`src/rtl/btb_maint_if.sv`:
```
// BTB maintenance bus: resolved-branch update in, BTB write port out.
interface btb_maint_if #(
  parameter int XLEN            = 32,
  parameter int LOG_NUM_ENTRIES = 10
);
  logic                       executing_branch_active;
  logic [LOG_NUM_ENTRIES-1:0] executing_branch_index;
  logic [2*XLEN-1:0]          executing_branch_entry;
  logic                       btb_write_en;
  logic [LOG_NUM_ENTRIES-1:0] btb_write_index;
  logic [2*XLEN-1:0]          btb_write_entry;
  logic                       btb_write_valid;

  modport master (
    output executing_branch_active,
    output executing_branch_index,
    output executing_branch_entry,
    input  btb_write_en,
    input  btb_write_index,
    input  btb_write_entry,
    input  btb_write_valid
  );

  modport slave (
    input  executing_branch_active,
    input  executing_branch_index,
    input  executing_branch_entry,
    output btb_write_en,
    output btb_write_index,
    output btb_write_entry,
    output btb_write_valid
  );
endinterface

```
`src/rtl/btb_maint_controller.sv`:
```
// BTB maintenance: branch updates plus a full-table invalidate walk.
// Define BTB_FLUSH_ON_RESET_EN to start a walk straight out of reset.
module btb_maint_controller #(
  parameter int XLEN            = 32,
  parameter int LOG_NUM_ENTRIES = 10
) (
  input  logic        clock,
  input  logic        reset,
  input  logic        enable,
  input  logic        flush_request,
  btb_maint_if.slave  bus,
  output logic        flush_busy,
  output logic [15:0] dropped_update_count
);
  typedef enum logic {IDLE, FLUSH} state_t;

`ifdef BTB_FLUSH_ON_RESET_EN
  localparam state_t RESET_STATE = FLUSH;
`else
  localparam state_t RESET_STATE = IDLE;
`endif

  state_t                     state;
  logic [LOG_NUM_ENTRIES-1:0] flush_index;
  logic                       update;
  logic                       flushing;
  logic                       writing;

  assign update   = bus.executing_branch_active & enable;
  assign flushing = !reset && (state == FLUSH);
  assign writing  = !reset && (state == IDLE) && update;

  always_ff @(posedge clock) begin
    if (reset) begin
      state                <= RESET_STATE;
      flush_busy           <= (RESET_STATE == FLUSH);
      flush_index          <= '0;
      dropped_update_count <= '0;
    end else begin
      if (state == FLUSH && update &&
          dropped_update_count != 16'hFFFF)
        dropped_update_count <= dropped_update_count + 16'd1;
      unique case (state)
        IDLE: begin
          if (flush_request) begin
            state       <= FLUSH;
            flush_busy  <= 1'b1;
            flush_index <= '0;
          end
        end
        FLUSH: begin
          // A new request restarts the walk from entry 0.
          if (flush_request) begin
            flush_index <= '0;
          end else if (&flush_index) begin
            state       <= IDLE;
            flush_busy  <= 1'b0;
            flush_index <= '0;
          end else begin
            flush_index <= flush_index + 1'b1;
          end
        end
      endcase
    end
  end

  always_comb begin
    bus.btb_write_en    = 1'b0;
    bus.btb_write_index = '0;
    bus.btb_write_entry = '0;
    bus.btb_write_valid = 1'b0;
    unique case (1'b1)
      flushing: begin
        bus.btb_write_en    = 1'b1;
        bus.btb_write_index = flush_index;
      end
      writing: begin
        bus.btb_write_en    = 1'b1;
        bus.btb_write_index = bus.executing_branch_index;
        bus.btb_write_entry = bus.executing_branch_entry;
        bus.btb_write_valid = 1'b1;
      end
      default: ;
    endcase
  end
endmodule

```
`src/flat_wrapper.sv`:
```
// flat-port wrapper written by rule: the top's interface ports become plain ports
module btb_maint_controller_flat 
#(
  parameter int XLEN            = 32,
  parameter int LOG_NUM_ENTRIES = 10
)
  (clock, reset, enable, flush_request, flush_busy, dropped_update_count, bus_executing_branch_active, bus_executing_branch_index, bus_executing_branch_entry, bus_btb_write_en, bus_btb_write_index, bus_btb_write_entry, bus_btb_write_valid);
  btb_maint_if #(.XLEN(XLEN), .LOG_NUM_ENTRIES(LOG_NUM_ENTRIES)) bus_i ();
  input  logic clock;
  input  logic reset;
  input  logic enable;
  input  logic flush_request;
  output logic flush_busy;
  output logic [15:0] dropped_update_count;
  input wire logic [$bits(bus_i.executing_branch_active)-1:0] bus_executing_branch_active;
  input wire logic [$bits(bus_i.executing_branch_index)-1:0] bus_executing_branch_index;
  input wire logic [$bits(bus_i.executing_branch_entry)-1:0] bus_executing_branch_entry;
  output wire logic [$bits(bus_i.btb_write_en)-1:0] bus_btb_write_en;
  output wire logic [$bits(bus_i.btb_write_index)-1:0] bus_btb_write_index;
  output wire logic [$bits(bus_i.btb_write_entry)-1:0] bus_btb_write_entry;
  output wire logic [$bits(bus_i.btb_write_valid)-1:0] bus_btb_write_valid;
  assign bus_i.executing_branch_active = bus_executing_branch_active;
  assign bus_i.executing_branch_index = bus_executing_branch_index;
  assign bus_i.executing_branch_entry = bus_executing_branch_entry;
  assign bus_btb_write_en = bus_i.btb_write_en;
  assign bus_btb_write_index = bus_i.btb_write_index;
  assign bus_btb_write_entry = bus_i.btb_write_entry;
  assign bus_btb_write_valid = bus_i.btb_write_valid;
  btb_maint_controller #(.XLEN(XLEN), .LOG_NUM_ENTRIES(LOG_NUM_ENTRIES)) u_core (.clock(clock), .reset(reset), .enable(enable), .flush_request(flush_request), .bus(bus_i), .flush_busy(flush_busy), .dropped_update_count(dropped_update_count));
endmodule
```
`config.mk`:
```
export PLATFORM = sky130hd
export DESIGN_NAME = btb_maint_controller_flat
export DESIGN_NICKNAME = d
export VERILOG_FILES = /design/src/rtl/btb_maint_if.sv /design/src/rtl/btb_maint_controller.sv /design/src/flat_wrapper.sv
export SDC_FILE = /design/constraint.sdc
export NUM_CORES = 1
export LEC_CHECK = 0
export ABC_AREA = 1
export CORE_MARGIN = 2
export CORE_UTILIZATION = 37
export CTS_CLUSTER_DIAMETER = 80
export DETAILED_ROUTE_END_ITERATION = 8
export GPL_ROUTABILITY_DRIVEN = 0
export GPL_TIMING_DRIVEN = 0
export PLACE_DENSITY = 0.94
export SLEW_MARGIN = 10
export SYNTH_ARGS = -nofsm -noshare
export SYNTH_HDL_FRONTEND = slang
export SYNTH_SLANG_ARGS = --single-unit
```
`constraint.sdc`:
```
create_clock -name clock -period 3 [get_ports clock]
set_input_delay 0.6 -clock clock [delete_from_list [all_inputs] [get_ports clock]]
set_output_delay 0.6 -clock clock [all_outputs]
set_load 0.005 [all_outputs]
```
# [After elaboration in Yosys (flattened, before gate mapping)]
# Index checks and enable logic that the tools add are counted.
[op_classes] n_bitwise=2 add_sub_neg=2 n_mux=16 n_eq_ne=4 reduce_logical=9
[ops] cell="2-to-1 mux 64 bit" count=1
[ops] cell="case mux 10 bit (2 select lines)" count=2
[ops] cell="2-to-1 mux 10 bit" count=3
[ops] cell="adder 16 x 1 -> 16 bit, second input constant" count=1
[ops] cell="inequality test 16 bit, second input constant" count=1
[ops] cell="adder 10 x 1 -> 10 bit, second input constant" count=1
[ops] cell="AND reduction 10 bit" count=1
[ops] cell="2-to-1 mux 1 bit" count=8
[ops] cell="inequality test 2 bit, second input constant" count=3
[ops] cell="logical AND 1 bit" count=5
[ops] cell="case mux 1 bit (2 select lines)" count=2
[ops] cell="AND reduction 3 bit" count=1
[ops] cell="OR reduction 2 bit" count=1
[ops] cell="bitwise AND 1 bit" count=1
[ops] cell="zero test 1 bit" count=1
[ops] cell="NOT 1 bit" count=1
[word_totals] wordCells=37 input_bits=79 out_inout_bits=93 register_bits=28

# [Logic depth before layout (Yosys ltp)]
# Gate-level depths: netlist of the first run.
[logic_depth] ltp_word=5 depth_mapped=10 mapped_depth_nobuf=10

# [Worst setup path before layout of the first run]
# Ideal clock, no wire load.
[synth_path] path_type="in2out" from="in bus_executing_branch_active" to="out bus_btb_write_entry[54]" arrival_time_ns=1.307 path_slack_ns=1.093 required_time_ns=2.400 stages=6 n_path_buf=2 path_cell_list="nand2_1 > nor3_2 > inv_1 > buf_2 > buf_2 > nor2_1"
[synth_between] elab_chain_cells=3
[synth_lines] element="start: declaration" line="flat_wrapper.sv:15" rtl="input wire logic [$bits(bus_i.executing_branch_active)-1:0] bus_executing_branch_active;"
[synth_lines] element="bitwise AND 1 bit" line="btb_maint_controller.sv:29" rtl="assign update = bus.executing_branch_active & enable;"
[synth_lines] element="logical AND 1 bit" line="btb_maint_controller.sv:31" rtl="assign writing = !reset && (state == IDLE) && update;"
[synth_lines] element="2-to-1 mux 64 bit" line="btb_maint_controller.sv:72" rtl="unique case (1'b1)"
[synth_lines] element="end: declaration" line="flat_wrapper.sv:20" rtl="output wire logic [$bits(bus_i.btb_write_entry)-1:0] bus_btb_write_entry;"
# No other way between the ends.

# [Worst setup path after layout of the first run]
[layout_path] from="in bus_executing_branch_active" to="out bus_btb_write_entry[40]"
# The elaborated chain is that of the path after synthesis.

==> impl_metrics.yaml, run 1 <==
synth:
  synthesis.instances: 403
  mappedNetlistNets: 484
  synth_enable_flop_cells: 0
  synth_common_cells: "93 x nor2_1, 89 x inv_1, 87 x nand2_1"
  synthesis.yosys.warnings: 0
  post_synth_xor_area_fraction: 0.0272
  postSynth.topFlopCell: "dfxtp_1"
  ys_top_cells_by_area: "dfxtp_1 25%, nor2_1 16%, inv_1 15%, nand2_1 15%, a21oi_1 4.4%"
  yosysUniqueCellTypes: 31
  synth_top_area_share: 0.249
  synth-seq-cells: 28
  synth_top_family_by_area: "simple AND/OR/NAND/NOR gates"
  postSynth.asyncResetShare: 0
  post_synth_and_or_nand_nor_area_fraction: 0.410
  syn_avg_cell_area_um2: 5.59
  synth_seq_area_share: 0.249
  synthesis.area_mm2: 0.00225
  adder_and_majority_gate_portion_of_the_synthesized_area: 0.0111
  share_of_the_synthesized_area_in_compound_gates_ao_oa_aoi_oai: 0.116
  yosys.cell_count.top_type: "nor2_1"
  netlist.top_cell.by_area: "dfxtp_1"
  synth.mux.area_fraction: 0
sta:
  setup_tns_final_ns: 0
  worst_case_headroom_to_the_max_slew_limit: 0.616
  slew_violations: 0
  hold_viol: 0
  tightestPinTransition_ns: 0.575
  setup_repair_after_global_routing_missed_its_margin: "true"
  worst_clock_skew_ns: 0.00243
  finalWorstPathRequiredPeriod_ns: 2.99
  worst_slack_ns: 0.0142
  fmaxAchievable_ghz: 0.335
  min_period_over_period: 0.995
  setup-violations-final: 0
pwr:
  power.density_cell_area_mw_per_mm2: 199
  ir_drop_mv: 0.317
  cellLeakagePower_nw: 2.38
  total_power_mw: 0.840
run_status:
  run_status: "complete, no violations"
placement:
  numPortBuffers: 171
  detailed_placement_wirelength_estimate_mm: 7.50
  dp_cells: 649
  dp_slack_ns: -0.140
critical_path:
  critPathArrivalTime_ns: 2.39
  worst_setup_path_type: "in2out"
  cp_startpoint_kind: "primary input"
  critical-path-slowest-cell: "clkdlybuf4s50_1"
  timing.critical_path.cells: "clkdlybuf4s50_1 -> nand2_2 -> nor3_4 -> inv_1 -> buf_4 -> clkbuf_4 -> nor2_1 -> clkdlybuf4s50_1"
  slowest_delay_ns: 0.52
  worstSetupEndpointType: "output pin"
  timing.reg2reg.setup_slack_ns: 1.30
  timing.critical_path.fanout_max: 10
  crit_path_frequent_cell: "clkdlybuf4s50_1"
  worst-endpoint-required_ns: 2.40
floorplan:
  dieArea_mm2: 0.00672
  cell_rows: 28
  die_height_um: 82.0
  chipWidth_um: 82.0
  core_region_area_mm2: 0.00589
  floorplan.initialDensity: 0.382
  ios: 172
routing:
  avg_wl_per_cell_um: 14.2
  final_routed_wirelength_mm: 9.30
  ant_nets: 0
  drt_first_iter_violations: 149
  drt_pre_antenna_iters: 4
  drcViolationCount: 0
  via_count: 3085
  post_drt_via_cell_ratio: 4.72
clock_network:
  tritoncts.num_buffers: 3
  number_of_hold_buffers_added_after_cts: 0
  cts_max_path_buffers: 2
  root_buffer: "clkbuf_8"
  clock_sinks: 28
  cts_tree: "yes"
  clock_insertion_delay_worst_skew_ns: 0.28
  clkSlewWorstSetupHoldPaths_ns: 0.09
  cts.repair_timing.setup_buffer_count: 0
  htreeDepth: 1
layout:
  area_growth_pct: 87.2
  finish.cell_count_without_fillers: 653
  nNetsFinal: 660
  final_layout_size_suffix_gt1_frac: 0.0745
  post-route-util: 0.716
hold_path:
  holdCritPathClass: "reg2reg"
job:
  cap_viol_max_count: 0
global_route:
  gr-total-overflow: 0
  grt_antenna_before_repair: 2
  grt_first_pass_wirelength_mm: 13.0
  grt_max_degree: 15
  vias_in_the_first_global_route: 2915
  grt_util_all_layers: 0.249
==> sequential cells by signal, indices dropped and copies added, names as in the netlist <==
register,count
u_core.dropped_update_count,16
u_core.flush_index,10
u_core.state,1
u_core.flush_busy,1
==> routing by layer <==
| layer | track usage | routed length (um) |
|---|---|---|
| met1 | 0.259 | 3230 |
| met2 | 0.439 | 4670 |
| met3 | 0.0857 | 1040 |
| met4 | 0.135 | 325 |
| met5 | 0 | 28 |
==> cells by family after synthesis <==
group / after synthesis
AOI/OAI and AO/OA: 44
xor gates and xnor gates: 7
adders and majority gates: 2
buffers and inverters: 105
DFF: 28
and+or+nand+nor: 217
==> report_power, final <==
group	total [mW]	internal (mW)	leakage [nW]	switching [mW]
clock network	0.214	0.0907	0.0216	0.123
logic	0.246	0.154	2.13	0.0929
registers	0.380	0.376	0.226	0.00432
total	0.840	0.620	2.38	0.220
==> through the flow <==
| step | instance area [um^2] | hold WS, ns |
|---|---|---|
| final | 4210 | 0.467 |
| after global routing | 4210 | 0.496 |
| after CTS | 4120 | 0.468 |
| after detailed placement | 4060 | 0.453 |
| after global placement | 4060 | 0.448 |
| after floorplan | 2250 | 0.441 |
==> worst paths after layout <==
check                                                       to                            from  depth (start not counted)
worst min register to register           u_core.flush_index[9]           u_core.flush_index[9]                          2
worst max-delay path                   bus_btb_write_entry[40]     bus_executing_branch_active                          8
worst max register to register  u_core.dropped_update_count[4]  u_core.dropped_update_count[0]                          8
worst min-delay path                     u_core.flush_index[9]           u_core.flush_index[9]                          2
==> cell usage in the layout, fill, tap and decap left out, drive strengths merged, types with 4 or more instances in the layout <==
cell and n:
clkdlybuf4s50 138, nor2 100, nand2 95, inv 90
dlymetal6s2s 32, dfxtp 28, a21oi 21, o21ai 15
nand3 11, buf 11, clkbuf 7, nor3 5
nand4 5, xnor2 4
==> final cells by class <==
| cell class | instances | area [um^2] |
|---|---|---|
| multi-input combinational | 270 | 1290 |
| tap | 75 | 93.8 |
| clock buffer | 3 | 41.3 |
| fill | 500 | 1670 |
| timing repair buffer | 171 | 1790 |
| sequential | 28 | 561 |
| antenna | 1 | 2.50 |
| buffer | 15 | 97.6 |
| inverter | 90 | 338 |
==> critical path, delay by kind of cell <==
kind          cells  cell delay [ns]
simple gates      3             0.38
buf+inv           5             1.42
==> timing repair <==
action / CTS / global route
endpoints found under the hold margin: 0 / 0
resized for setup: 9 / 41
endpoints found under the setup margin: 42 / 62
Power figures use the tool's default switching activity.
==> run 2: changes to the inputs <==
--- a/config.mk
+++ b/config.mk
@@ -6,7 +6,7 @@
 export NUM_CORES = 1
 export LEC_CHECK = 0
 export ABC_AREA = 1
-export CORE_MARGIN = 2
+export CORE_MARGIN = 8
 export CORE_UTILIZATION = 37
 export CTS_CLUSTER_DIAMETER = 80
 export DETAILED_ROUTE_END_ITERATION = 8
==> run 2 against run 1 <==
Against the previous run: setup slack better by 0.032 ns; non-clock buffer count is 2 higher; clock skew is 0.0018 ns higher; final cell count is 0.46% higher; sequential share of layout area hardly changed; utilization is 0.21 points higher; final area is 0.30% higher; largest power group unchanged; highest routed layer is now met4.
==> impl_metrics.yaml, run 2 (synthesized netlist as in run 1, its figures left out) <==
global_route:
  gr-total-overflow: 0
  globalRouteMet1Util: 0.200
  grt_first_pass_wirelength_mm: 14.9
  fraction_of_met2_tracks_used_by_global_routing: 0.426
  global_route.peak_usage_layer: "met2"
  vias_in_the_first_global_route: 2988
  grt.met3_usage: 0.0504
  grt_max_degree: 17
  grt_util_all_layers: 0.213
  grt_antenna_before_repair: 1
job:
  cap_viol_max_count: 0
layout:
  most-common-layout-cells: "126 x clkdlybuf4s50_1, 93 x nor2_1, 88 x inv_1, 86 x nand2_1, 29 x dlymetal6s2s_1"
  fill_cells: 453
  mostFrequentLayoutCell: "clkdlybuf4s50_1"
  nNetsFinal: 662
  sequential_cell_area_um2: 561
  final_layout_size_suffix_gt1_frac: 0.0724
  largest_registers: "u_core.dropped_update_count (16), u_core.flush_index (10)"
  multi_input_logic_area_mm2: 0.00128
  area_growth_pct: 87.7
  largest_reg_flops: 16
  top_register: "u_core.dropped_update_count"
routing:
  drt_first_iter_violations: 172
  drt_pre_antenna_iters: 5
  avg_wl_per_cell_um: 16.1
  final_routed_wirelength_mm: 10.6
  via_count: 3068
  post_drt_via_cell_ratio: 4.68
  ant_nets: 0
  drcViolationCount: 0
sta:
  hold_viol: 0
  setup-violations-final: 0
  worst_case_headroom_to_the_max_slew_limit: 0.603
  fmaxAchievable_ghz: 0.339
  min_period_over_period: 0.985
  slew_violations: 0
  setup_tns_final_ns: 0
  tightestPinTransition_ns: 0.596
  finalWorstPathRequiredPeriod_ns: 2.95
  worst_clock_skew_ns: 0.00418
clock_network:
  clock_insertion_delay_worst_skew_ns: 0.28
  clock_sinks: 28
  clkSlewWorstSetupHoldPaths_ns: 0.10
  cts_tree: "yes"
  cts_max_path_buffers: 2
  number_of_hold_buffers_added_after_cts: 0
  tritoncts.num_buffers: 3
  htreeDepth: 1
  root_buffer: "clkbuf_8"
pwr:
  swShare: 0.241
  ir_drop_mv: 0.172
  cellInternalPower_mw: 0.708
  power.density_cell_area_mw_per_mm2: 221
  power.switching_mw: 0.225
  power.clock.fraction: 0.326
  power.share.sequential: 0.408
  combPwrFrac: 0.266
  total_power_mw: 0.932
  cellLeakagePower_nw: 2.42
floorplan:
  die_height_um: 94.0
  ios: 172
  cell_rows: 28
  core_region_area_mm2: 0.00589
  chipWidth_um: 94.0
  floorplan.initialDensity: 0.382
  dieArea_mm2: 0.00884
critical_path:
  worstPathBufferInverterCount: 5
  worst-endpoint-required_ns: 2.40
  cp_top_family: "buffers and inverters"
  critical-path-slowest-cell: "clkdlybuf4s50_1"
  timing.critical_path.cells: "clkdlybuf4s50_1 -> nor3_4 -> inv_2 -> buf_4 -> buf_4 -> nor2_1 -> clkdlybuf4s50_1"
  slowest_delay_ns: 0.51
  worst_setup_path_type: "in2out"
  worstSetupEndpointType: "output pin"
  critPathArrivalTime_ns: 2.35
  cp_startpoint_kind: "primary input"
  timing.critical_path.fanout_max: 10
placement:
  numPortBuffers: 171
  detailed_placement_wirelength_estimate_mm: 8.86
run_status:
  run_status: "complete, no violations"
hold_path:
  holdCritPathClass: "reg2reg"
run 2: changes by cell type in the layout (fill, tap and decap cells not counted):
cell             previous run  this run
clkbuf_1                    1         2
buf_4                       3         9
buf_2                       5         2
inv_2                       1         2
dlymetal6s2s_1             32        29
inv_1                      89        88
clkbuf_4                    2         0
nor2_1                     89        93
bufinv_16                   0         1
dlygate4sd2_1               1        16
nor2_2                      7         3
clkdlybuf4s50_1           138       126
run 2: stage by stage:
stage	instance area [um^2]	hold WS [ns]	utilization	setup WS, ns	instances
CTS	4130	0.466	0.702	0.0139	654
global route	4230	0.488	0.718	-0.00581	656
finish	4230	0.470	0.718	0.0464	656
floorplan	2250	0.441	-	1.09	403
global placement	4060	0.448	0.689	-0.0808	649
detailed placement	4060	0.451	0.689	-0.139	649
run 2: area by class of cell:
cell class / count / share of cell area
timing repair buffer: 174 / 0.423
clock inverter: 1 / 0.00711
inverter: 90 / 0.0800
multi-input combinational: 270 / 0.303
buffer: 14 / 0.0222
antenna: 1 / 0.000592
clock buffer: 3 / 0.00977
sequential: 28 / 0.133
tap: 75 / 0.0222
run 2: final timing paths:
path | to | slack [ns] | cells past startpoint | startpoint
max | bus_btb_write_entry[15] | 0.05 | 7 | reset
max reg2reg | u_core.dropped_update_count[5] | 1.30 | 8 | u_core.dropped_update_count[0]
min reg2reg | u_core.flush_index[9] | 0.47 | 2 | u_core.flush_index[9]
min | u_core.flush_index[9] | 0.47 | 2 | u_core.flush_index[9]
run 2: power groups by stage:
stage | Combinational (mW) | Sequential, mW | Clock, mW
after floorplan | 0.0722 | 0.388 | 0
after global placement | 0.240 | 0.388 | 0
after detailed placement | 0.247 | 0.389 | 0
after CTS | 0.248 | 0.380 | 0.308
after global routing | 0.268 | 0.381 | 0.324
final | 0.248 | 0.380 | 0.304
run 2: worst register-to-register path: stages (launching register included):
cell     delay (ns)
dfxtp_1        0.49
ha_1           0.28
nand3_2        0.12
inv_2          0.10
nand2_2        0.07
o21a_4         0.24
buf_6          0.16
nand2_2        0.06
a21oi_1        0.06
run 2: what timing repair did:
item	CTS	global route
buffers inserted	1	2
cloned	0	0
endpoints found under the setup margin	50	50
resized for setup	23	33
run 2: metal layers:
layer | part of all wire | vias to the layer above
met5 | 0 | -
met4 | 0.032 | 0
met3 | 0.072 | 23
met2 | 0.53 | 135
met1 | 0.37 | 1366
li1 | - | 1544
